==> config.mk <==
export PLATFORM = sky130hd
export DESIGN_NAME = plot_arbiter
export DESIGN_NICKNAME = d
export VERILOG_FILES = /design/src/rtl/plot_arbiter.sv
export SDC_FILE = /design/constraint.sdc
export NUM_CORES = 1
export LEC_CHECK = 0
export CAP_MARGIN = 30
export CORE_ASPECT_RATIO = 0.8
export CORE_MARGIN = 10
export CORE_UTILIZATION = 54
export DETAILED_ROUTE_END_ITERATION = 8
export PLACE_DENSITY = 0.86
export SETUP_SLACK_MARGIN = 0.2
export SYNTH_ARGS = -nofsm -noshare
export SYNTH_HDL_FRONTEND = slang
export SYNTH_SLANG_ARGS = --single-unit
==> constraint.sdc <==
create_clock -name clk -period 4.49 [get_ports clk]
set_input_delay 0.449 -clock clk [delete_from_list [all_inputs] [get_ports clk]]
set_output_delay 0.449 -clock clk [all_outputs]
set_load 0.02 [all_outputs]
==> src/rtl/plot_arbiter.sv <==
// Arbitrates clear/player/cpu requests onto a single VGA pixel-write port.
// Define PLOT_ARB_RR_EN for player/cpu round robin; otherwise player > cpu.
module plot_arbiter #(
  parameter int          SPRITE_W     = 4,
  parameter int          SPRITE_H     = 4,
  parameter int          SCREEN_W     = 160,
  parameter int          SCREEN_H     = 120,
  parameter logic [2:0]  CLEAR_COLOUR = 3'b000
) (
  input  logic       clk,
  input  logic       resetn,
  input  logic       clr_req,
  input  logic       p_req,
  input  logic       c_req,
  input  logic [7:0] p_x,
  input  logic [7:0] c_x,
  input  logic [6:0] p_y,
  input  logic [6:0] c_y,
  input  logic [2:0] p_colour,
  input  logic [2:0] c_colour,
  output logic       clr_ack,
  output logic       p_ack,
  output logic       c_ack,
  output logic [7:0] x,
  output logic [6:0] y,
  output logic [2:0] colour,
  output logic       plot,
  output logic       busy
);

  // state | meaning
  // IDLE  | waiting for a request, grant decided combinationally
  // DRAW  | one sprite pixel per cycle from latched origin
  // CLEAR | one screen pixel per cycle in CLEAR_COLOUR
  // DONE  | single cycle, ack pulse to the granted requester
  localparam logic [1:0] IDLE  = 2'd0;
  localparam logic [1:0] DRAW  = 2'd1;
  localparam logic [1:0] CLEAR = 2'd2;
  localparam logic [1:0] DONE  = 2'd3;

  localparam logic [1:0] WHO_CLR = 2'd0;
  localparam logic [1:0] WHO_P   = 2'd1;
  localparam logic [1:0] WHO_C   = 2'd2;

  localparam logic [7:0] SPR_WM1 = 8'(SPRITE_W - 1);
  localparam logic [6:0] SPR_HM1 = 7'(SPRITE_H - 1);
  localparam logic [7:0] SCR_WM1 = 8'(SCREEN_W - 1);
  localparam logic [6:0] SCR_HM1 = 7'(SCREEN_H - 1);
  localparam logic [8:0] SCR_W9  = 9'(SCREEN_W);
  localparam logic [7:0] SCR_H8  = 8'(SCREEN_H);

  logic [1:0] state;
  logic [1:0] who;
  logic [7:0] cx, base_x, lim_x, nx, src_x, off_x, win_x;
  logic [6:0] cy, base_y, lim_y, ny, src_y, off_y, win_y;
  logic [2:0] win_colour;
  logic [8:0] sum_x;
  logic [7:0] sum_y;
  logic       gnt_clr, gnt_p, gnt_c, last_px, vis;

`ifdef PLOT_ARB_RR_EN
  logic last_p;

  always_comb begin
    gnt_clr = clr_req;
    gnt_p   = !clr_req && p_req && (!c_req || !last_p);
    gnt_c   = !clr_req && c_req && (!p_req || last_p);
  end
`else
  always_comb begin
    gnt_clr = clr_req;
    gnt_p   = !clr_req && p_req;
    gnt_c   = !clr_req && !p_req && c_req;
  end
`endif

  always_comb begin
    win_x      = gnt_clr ? 8'd0 : (gnt_p ? p_x : c_x);
    win_y      = gnt_clr ? 7'd0 : (gnt_p ? p_y : c_y);
    win_colour = gnt_clr ? CLEAR_COLOUR : (gnt_p ? p_colour : c_colour);
    lim_x      = (state == CLEAR) ? SCR_WM1 : SPR_WM1;
    lim_y      = (state == CLEAR) ? SCR_HM1 : SPR_HM1;
    last_px    = (cx == lim_x) && (cy == lim_y);
    nx         = (cx == lim_x) ? 8'd0 : cx + 8'd1;
    ny         = (cx == lim_x) ? cy + 7'd1 : cy;
    // In IDLE the first pixel is formed straight from the winner's inputs.
    src_x      = (state == IDLE) ? win_x : base_x;
    src_y      = (state == IDLE) ? win_y : base_y;
    off_x      = (state == IDLE) ? 8'd0 : nx;
    off_y      = (state == IDLE) ? 7'd0 : ny;
    sum_x      = {1'b0, src_x} + {1'b0, off_x};
    sum_y      = {1'b0, src_y} + {1'b0, off_y};
    vis        = !sum_x[8] && !sum_y[7] && (sum_x < SCR_W9) && (sum_y < SCR_H8);
  end

  assign busy = (state != IDLE);

  always_ff @(posedge clk or posedge resetn) begin
    if (resetn) begin
      state   <= IDLE;
      who     <= WHO_CLR;
      cx      <= '0;
      cy      <= '0;
      base_x  <= '0;
      base_y  <= '0;
      x       <= '0;
      y       <= '0;
      colour  <= '0;
      plot    <= 1'b0;
      clr_ack <= 1'b0;
      p_ack   <= 1'b0;
      c_ack   <= 1'b0;
`ifdef PLOT_ARB_RR_EN
      last_p  <= 1'b0;
`endif
    end else begin
      clr_ack <= 1'b0;
      p_ack   <= 1'b0;
      c_ack   <= 1'b0;
      case (state)
        IDLE: begin
          if (gnt_clr || gnt_p || gnt_c) begin
            state  <= gnt_clr ? CLEAR : DRAW;
            who    <= gnt_clr ? WHO_CLR : (gnt_p ? WHO_P : WHO_C);
            base_x <= win_x;
            base_y <= win_y;
            cx     <= '0;
            cy     <= '0;
            x      <= sum_x[7:0];
            y      <= sum_y[6:0];
            colour <= win_colour;
            plot   <= vis;
`ifdef PLOT_ARB_RR_EN
            if (gnt_p || gnt_c) last_p <= gnt_p;
`endif
          end
        end
        DRAW, CLEAR: begin
          if (last_px) begin
            state   <= DONE;
            plot    <= 1'b0;
            clr_ack <= (who == WHO_CLR);
            p_ack   <= (who == WHO_P);
            c_ack   <= (who == WHO_C);
          end else begin
            cx   <= nx;
            cy   <= ny;
            x    <= sum_x[7:0];
            y    <= sum_y[6:0];
            plot <= vis;
          end
        end
        DONE: state <= IDLE;
      endcase
    end
  end

endmodule

== Word-level counts from Yosys, hierarchy flattened ==
Index checks and enable logic that the tools add are counted.

* Input port bits: 41
* Flip-flop bits (word level): 56

* Muxes and demuxes: 41
* $lt $le $gt $ge: 2
* Eq/ne operators: 10
* Add/subtract/negate cells: 4
* Reduce and logical (&&, ||, !) cells: 22

{| class="wikitable"
|+ Operators by type and width
! operator !! number
|-
| 8-bit 2-to-1 mux || 10
|-
| 7-bit 2-to-1 mux || 10
|-
| 8-bit one-hot mux with 2 select lines || 2
|-
| 7-bit one-hot mux with 2 select lines || 2
|-
| 2-bit 2-to-1 mux || 5
|-
| 8-bit by 8-bit adder with 9-bit output || 1
|-
| 9-bit by 8-bit less-than comparator with 1-bit output (second input constant) || 1
|-
| 7-bit by 7-bit adder with 8-bit output || 1
|-
| 8-bit by 1-bit adder with 8-bit output (second input constant) || 1
|-
| 8-bit == test || 1
|-
| 8-bit by 7-bit less-than comparator with 1-bit output (second input constant) || 1
|-
| 1-bit 2-to-1 mux || 8
|-
| 7-bit by 1-bit adder with 7-bit output (second input constant) || 1
|-
| 7-bit == test || 1
|-
| 1-bit logical AND || 7
|-
| 2-bit == test (second input constant) || 3
|-
| 3-bit 2-to-1 mux || 2
|-
| 2-bit one-hot mux with 3 select lines || 1
|-
| 2-bit AND reduction || 3
|-
| 2-bit by 1-bit == test with 1-bit output (second input constant) || 2
|-
| 1-bit zero test || 4
|-
| 2-bit zero test || 2
|-
| 2-bit != test (second input constant) || 2
|-
| 2-bit nonzero test || 2
|-
| 5 further kinds || 6
|}

== Depth between registers and ports, before layout ==
Gate-level depths: netlist of the first run.

* Word-level depth: 12
* Depth in mapped cells: 15

== Worst setup path before layout of the first run ==
No wires, ideal clock.

* Path kind: flip-flop to flip-flop
* Start: register cx[2]
* End: register plot
* Period minus slack after synthesis: 3,407 ps
* Path slack: 1,083 ps
* Stages on the path, launching flop included: 14
* Arrival time: 3,340 ps
* Cells stage by stage: dfrtp_1 > buf_6 > or4_4 > o22a_4 > nor2_8 > nand2_1 > a21oi_1 > ha_1 > a211oi_1 > o21bai_1 > a21oi_1 > mux2_2 > a21oi_1 > a41o_1

* Longest elaborated chain between the ends: 10
* Elaborated cells on any way between the ends: 19
* Those cells by class: add/sub (3); order compare (2); eq/ne (1); mux (7); reduce/logical (6)

{| class="wikitable"
|+ RTL lines
! element !! RTL line !! source
|-
| from (decl) || 54 || <nowiki>logic [7:0] cx, base_x, lim_x, nx, src_x, off_x, win_x;</nowiki>
|-
| from (signal assigned) || 146 || <nowiki>cx <= nx;</nowiki>
|-
| parallel branches: the longest is 9 deep, another holds 8-bit by 8-bit adder with 9-bit output || n/a ||
|-
| 1-bit one-hot mux with 2 select lines * || 120 || <nowiki>case (state)</nowiki>
|-
| to (signal assigned) || 132 || <nowiki>plot <= vis;</nowiki>
|-
| to (signal assigned) || 150 || <nowiki>plot <= vis;</nowiki>
|-
| to (decl) || 27 || <nowiki>output logic plot,</nowiki>
|}

Mark *: on every way between the ends. The select of a mux whose other input is x is not followed.
A chain may end at the register's enable or synchronous reset.

== Worst setup path in the final report of the first run ==
* Start: register state[0]
* End: register plot

* Longest elaborated chain between the ends: 12
* Elaborated cells on any way between the ends: 30
* Those cells by class: add/sub (2); order compare (2); eq/ne (5); mux (11); reduce/logical (10)

{| class="wikitable"
|+ RTL lines
! element !! RTL line !! source
|-
| from (decl) || 52 || <nowiki>logic [1:0] state;</nowiki>
|-
| from (signal assigned) || 123 || <nowiki>state <= gnt_clr ? CLEAR : DRAW;</nowiki>
|-
| parallel branches: the longest is 12 deep, another holds 8-bit by 8-bit adder with 9-bit output || n/a ||
|}

Parallel ways; which one is timed is not known. The select of a mux whose other input is x is not followed.

==> results of run 1 <==
## final cells by class
type | count | area share
well taps | 87 | 0.0239
clock buffers | 7 | 0.0189
clock inverters | 1 | 0.00165
flip-flops and latches | 56 | 0.307
inverters | 14 | 0.0115
multi-input cells | 313 | 0.490
repair buffers | 68 | 0.147
## worst paths after layout
check | start | end | slack, ns | depth (start not counted)
setup / recovery | state[0] | plot | 0.60 | 12
hold / removal | resetn | c_ack | 0.30 | 2
setup reg to reg | state[0] | plot | 0.60 | 12
hold reg to reg | x[4] | x[4] | 0.49 | 2
max in group asynchronous | resetn | cx[2] | 3.35 | 3
min in group clk | x[4] | x[4] | 0.49 | 2
## critical path, cell delays in order, from the launching register on
cell and delay (ns):
dfrtp_1 0.39, inv_1 0.10, ha_1 0.74, inv_1 0.37, a21oi_1 0.40, inv_1 0.08
ha_1 0.31, a21o_1 0.20, a32oi_1 0.28, mux2i_1 0.13, a221oi_1 0.32, o21ai_0 0.19
a41o_1 0.27
## cell usage in the layout (no fill, tap or decap), drive strengths merged, types with 8 or more instances in the layout
cell type	count
dfrtp	56
inv	14
xnor2	10
clkdlybuf4s50	63
a21oi	14
mux2i	19
nor2	42
o31ai	8
ha	20
nor3	9
nand2	54
mux2	32
nand3	11
o21ai	25
## routing by layer
layer | track usage | vias to the layer above | wire (um)
met4 | 0.0496 | 0 | 138
li1 | - | 1541 | -
met5 | 0 | - | 0
met1 | 0.248 | 1544 | 4600
met3 | 0.0482 | 14 | 799
met2 | 0.293 | 133 | 4310
## logic make-up (layout without fill, tap and decap cells)
| family | after synthesis | in the layout | share of synthesized area |
|---|---|---|---|
| AO/OA/AOI/OAI | 85 | 85 | 0.155 |
| XOR/XNOR | 17 | 17 | 0.0394 |
| adder cells (fa/ha/maj) | 22 | 22 | 0.0768 |
| buffers and inverters | 32 | 90 | 0.0394 |
| flip-flops | 56 | 56 | 0.371 |
| multiplexers | 51 | 51 | 0.146 |
| AND/OR/NAND/NOR | 138 | 138 | 0.173 |
## sequential cells by signal, summed over array words and instances, names as in the netlist
name,flops
plot,1
cx,8
cy,7
c_ack,1
base_y,7
who,2
p_ack,1
clr_ack,1
y,7
colour,3
x,8
base_x,8
state,2
## power by group through the flow
stage | logic (uW) | clock network, uW | registers, uW
final | 1730 | 300 | 796
after global routing | 1900 | 325 | 817
after CTS | 1730 | 298 | 795
after detailed placement | 1710 | 0 | 801
after global placement | 1660 | 0 | 789
after floorplan | 1200 | 0 | 855
## through the flow
stage	instance area, um2	std cells	power, uW	hold WS (ns)	utilization
2_1_floorplan	3780	401	2050	0.447	-
3_3_place_gp	4470	538	2450	0.460	0.651
3_5_place_dp	4470	538	2510	0.465	0.651
4_1_cts	4560	546	2820	0.302	0.665
5_1_grt	4560	546	3040	0.311	0.665
6_report	4560	546	2830	0.297	0.665
==> results.json, run 1 <==
{
  "p_switching_uw": 1300,
  "fillers": 540,
  "synth_most_common_cell": "dfrtp_1",
  "worstSkewPairLatency_ns": 0.33,
  "p_per_area_nw_per_um2": 620,
  "nets": 521,
  "grt_max_degree": 53,
  "setup_viol": 0,
  "max_cap_violations": 0,
  "min_period_over_period": 0.867,
  "clk_pin_slew_ns": 0.10,
  "cp-end-kind": "register",
  "ioPinCount": 64,
  "multi_input_area_um2": 2230,
  "ys_seq_elements": 56,
  "cts_max_level": 2,
  "rows": 27,
  "wirelength_um": 9850,
  "async_reset_ff_frac": 1.00,
  "drive_gt1_frac": 0.124,
  "hold_violations": 0,
  "synth_common_cells": "56 x dfrtp_1, 54 x nand2_1, 41 x nor2_1",
  "seq_power_share": 0.281,
  "relSlewSlack": 0.326,
  "dp_hpwl_um": 7430,
  "combPwrFrac": 0.613,
  "synth_top_area_cell": "dfrtp_1",
  "grt_usage": 0.186,
  "grt_antenna_before_repair": 0,
  "synth_area_leaders": "dfrtp_1 37%, mux2_2 9.5%, ha_1 6.6%, nand2_1 5.4%, mux2i_1 5.0%",
  "route.detailed.drc": 0,
  "timing.final.max_slew_violations": 0,
  "tns_ns": 0,
  "crit_fanout": 24,
  "yosys_warnings": 0,
  "regArea_um2": 1400,
  "holdCritPathClass": "in2async",
  "grt_pass1_vias": 3229,
  "syn2layout_area_growth_pct": 20.6,
  "p_leak_uw": 0.00206,
  "core_um2": 6860,
  "grt_overflow_total": 0,
  "hold_buffers": 0,
  "post-route-min-period_ns": 3.89,
  "numCtsBuffers": 5,
  "avgSynthCellArea_um2": 9.43,
  "dr.pass1.iters": 5,
  "cts_setup_buffers": 0,
  "grt_pass1_wl_um": 16400,
  "clock-sinks": 56,
  "pre_cts_ws_ns": 0.625,
  "grt_setup_unrepaired": "false",
  "cts.repair.resized": 0,
  "routabilityCongestion": 0.965,
  "status": "finished clean",
  "die-area_um2": 10800,
  "root_buffer": "clkbuf_8",
  "clock_power_share": 0.106,
  "clockBufferDepth": 2,
  "worst_clock_skew_ns": 0.0121,
  "routed_via_density": 5.92,
  "ant_nets": 0,
  "wl_per_cell_um": 18.0,
  "die_w_um": 114,
  "worstPathRequired_ns": 4.71,
  "antennaDiodeCount": 0,
  "ys.flop_type": "dfrtp_1",
  "netlist-cell-type-count": 59,
  "synth_seq_area_share": 0.371,
  "drt_iter0_markers": 287,
  "critPathArrivalTime_ns": 4.11,
  "irDropWorstVdd_mv": 0.337,
  "p_int_uw": 1530,
  "cts_tree": "yes",
  "worstMarginPinSlew_ns": 1.01,
  "die_y_um": 94.8,
  "start_util": 0.551,
  "dr_total_vias": 3232,
  "crit_type": "reg2reg",
  "synth_edf_count": 0,
  "netlist_area_um2": 3780,
  "syn_nets": 464,
  "critPathLaunchType": "register",
  "netlist_instances": 401,
  "finalWorstSetupSlack_ns": 0.597,
  "yosysTopAreaCellShare": 0.371,
  "swShare": 0.460,
  "portBuffers": 63,
  "fmax_ghz": 0.257
}
Power figures use the tool's default switching activity.
==> run 2: changes to the inputs <==
CELL_PAD_IN_SITES_DETAIL_PLACEMENT = 2   (was default)
CELL_PAD_IN_SITES_GLOBAL_PLACEMENT = 2   (was default)
CORE_UTILIZATION = 33   (was 54)
PLACE_DENSITY = 0.85   (was 0.86)
SKIP_LAST_GASP = 1   (was default)
==> run 2 against run 1 <==
Net effect:
- die area is 50% higher
- core utilization shrank 23 points
- clock-buffer cell count shrank 2
- combinational power increased by 9%
- first-iteration DRC count fell by 53%
- worst setup slack got worse by 0.073 ns
- cell area is 4.1% higher
- cell count is 11% higher
- sequential share of layout area fell by 1.2 points
- power increased by 13%
- flip-flop and latch count is the same
- clock power increased by 72%
- largest cell class unchanged
- largest power group unchanged
==> results.json, run 2 (synthesis results as in run 1) <==
{
  "status": "finished clean",
  "ant_nets": 0,
  "rows": 34,
  "crit_type": "reg2reg",
  "nets": 524,
  "finalWorstSetupSlack_ns": 0.524,
  "grt_overflow_total": 0,
  "dr_total_vias": 3343,
  "reg.largest.list": "base_x: 8 flops, cx: 8 flops, x: 8 flops",
  "hold_buffers": 0,
  "r2r-start": "cx[2]",
  "grt_max_degree": 30,
  "critPathLaunchType": "register",
  "mostFrequentLayoutCell": "clkdlybuf4s50_1",
  "die-area_um2": 16200,
  "fmax_ghz": 0.252,
  "clock-sinks": 56,
  "worstMarginPinSlew_ns": 0.728,
  "hold_violations": 0,
  "post-route-min-period_ns": 3.97,
  "die_w_um": 140,
  "portBuffers": 63,
  "crit_fanout": 9,
  "clockBufferDepth": 2,
  "holdCritStartpoint": "who[1]",
  "max_cap_violations": 0,
  "cts_setup_buffers": 0,
  "antennaDiodeCount": 0,
  "grt_pass1_wl_um": 21800,
  "cts_max_level": 2,
  "root_buffer": "clkbuf_16",
  "worstPathCellList": "or4_4, o22a_4, nor2_8, nand2_1, a21oi_1, ha_1, a211oi_1, o21bai_1, a21oi_1, mux2_2, a21oi_1, a41o_1",
  "wirelength_um": 13600,
  "crit_buf_inv": 0,
  "numCtsBuffers": 5,
  "syn2layout_area_growth_pct": 25.5,
  "grt_antenna_before_repair": 0,
  "cpPeakStageDelay_ns": 0.56,
  "worstSkewPairLatency_ns": 0.30,
  "cp_slowest_cell": "or4_4",
  "crit_path_start": "cx[2]",
  "final_cell_mix": "63 x clkdlybuf4s50_1, 56 x dfrtp_1, 54 x nand2_1",
  "pre_cts_ws_ns": 0.520,
  "wl_per_cell_um": 22.5,
  "tns_ns": 0,
  "die_y_um": 116,
  "drive_gt1_frac": 0.130,
  "worst_clock_skew_ns": 0.00558,
  "setup_viol": 0,
  "dp_hpwl_um": 10200,
  "grt_pass1_vias": 3773,
  "p_leak_uw": 0.00212,
  "cts.repair.resized": 0,
  "route.detailed.drc": 0,
  "min_period_over_period": 0.883,
  "worstPathRequired_ns": 4.73,
  "cp_common_cell": "a21oi_1",
  "start_util": 0.343,
  "critPathArrivalTime_ns": 4.20,
  "relSlewSlack": 0.515,
  "routabilityCongestion": 0.776,
  "clk_pin_slew_ns": 0.08,
  "irDropWorstVdd_mv": 0.231,
  "grt_usage": 0.167,
  "cp-end-kind": "register",
  "timing.final.max_slew_violations": 0,
  "holdCritPathClass": "reg2reg",
  "routed_via_density": 5.53,
  "grt_setup_unrepaired": "false",
  "drt_iter0_markers": 136,
  "ioPinCount": 64,
  "dr.pass1.iters": 4,
  "p_per_area_nw_per_um2": 675,
  "core_um2": 11000,
  "cts_tree": "yes",
  "critPathTopFamily": "compound AO/OA/AOI/OAI gates"
}
run 2: changes by cell type in the layout (fill, tap and decap cells not counted):
cell	before	now
clkbuf_1	1	0
clkinvlp_4	1	0
clkbuf_8	6	0
bufinv_16	0	2
clkbuf_16	0	5
buf_4	5	8
run 2: layout make-up:
type / instances / area [um2]
clock buffer: 5 / 125
sequential: 56 / 1400
tap: 144 / 180
inverter: 14 / 52.6
clock inverter: 2 / 60.1
multi-input combinational: 313 / 2230
timing repair buffer: 71 / 691
fill: 1175 / 6270
run 2: where the power goes:
group          leakage [uW]  internal [uW]  switching (uW)
clock             0.0000899            317             198
combinational       0.00129            738            1140
sequential         0.000735            685             123
total               0.00212           1740            1460
run 2: path summary, 6_finish.rpt:
kind / to / slack [ns] / cells past startpoint
setup / recovery: plot / 0.52 / 12
hold / removal: p_ack / 0.49 / 1
setup reg to reg: plot / 0.52 / 12
hold reg to reg: p_ack / 0.49 / 1
max in group asynchronous: cy[2] / 3.02 / 3
min in group asynchronous: base_y[2] / 0.60 / 2
run 2: through the flow:
| stage | utilization | instance area [um2] | instances | hold WS [ns] | total power (uW) |
|---|---|---|---|---|---|
| 2_1_floorplan | - | 3780 | 401 | 0.447 | 2050 |
| 3_3_place_gp | 0.414 | 4560 | 598 | 0.461 | 2560 |
| 3_5_place_dp | 0.414 | 4560 | 598 | 0.473 | 2670 |
| 4_1_cts | 0.431 | 4740 | 605 | 0.487 | 3230 |
| 5_1_grt | 0.431 | 4740 | 605 | 0.517 | 3430 |
| 6_report | 0.431 | 4740 | 605 | 0.487 | 3200 |
run 2: worst reg2reg max path, cell delays in order (launching register included):
cell	delay [ns]
dfrtp_1	0.47
or4_4	0.57
o22a_4	0.27
nor2_8	0.17
nand2_1	0.09
a21oi_1	0.27
ha_1	0.29
a211oi_1	0.52
o21bai_1	0.16
a21oi_1	0.33
mux2_2	0.38
a21oi_1	0.18
a41o_1	0.19
run 2: layer usage:
metal,part of all wire,global-route usage
met1,0.47,0.211
met2,0.48,0.290
met4,0.0096,0.0302
met3,0.043,0.0376
met5,0,0
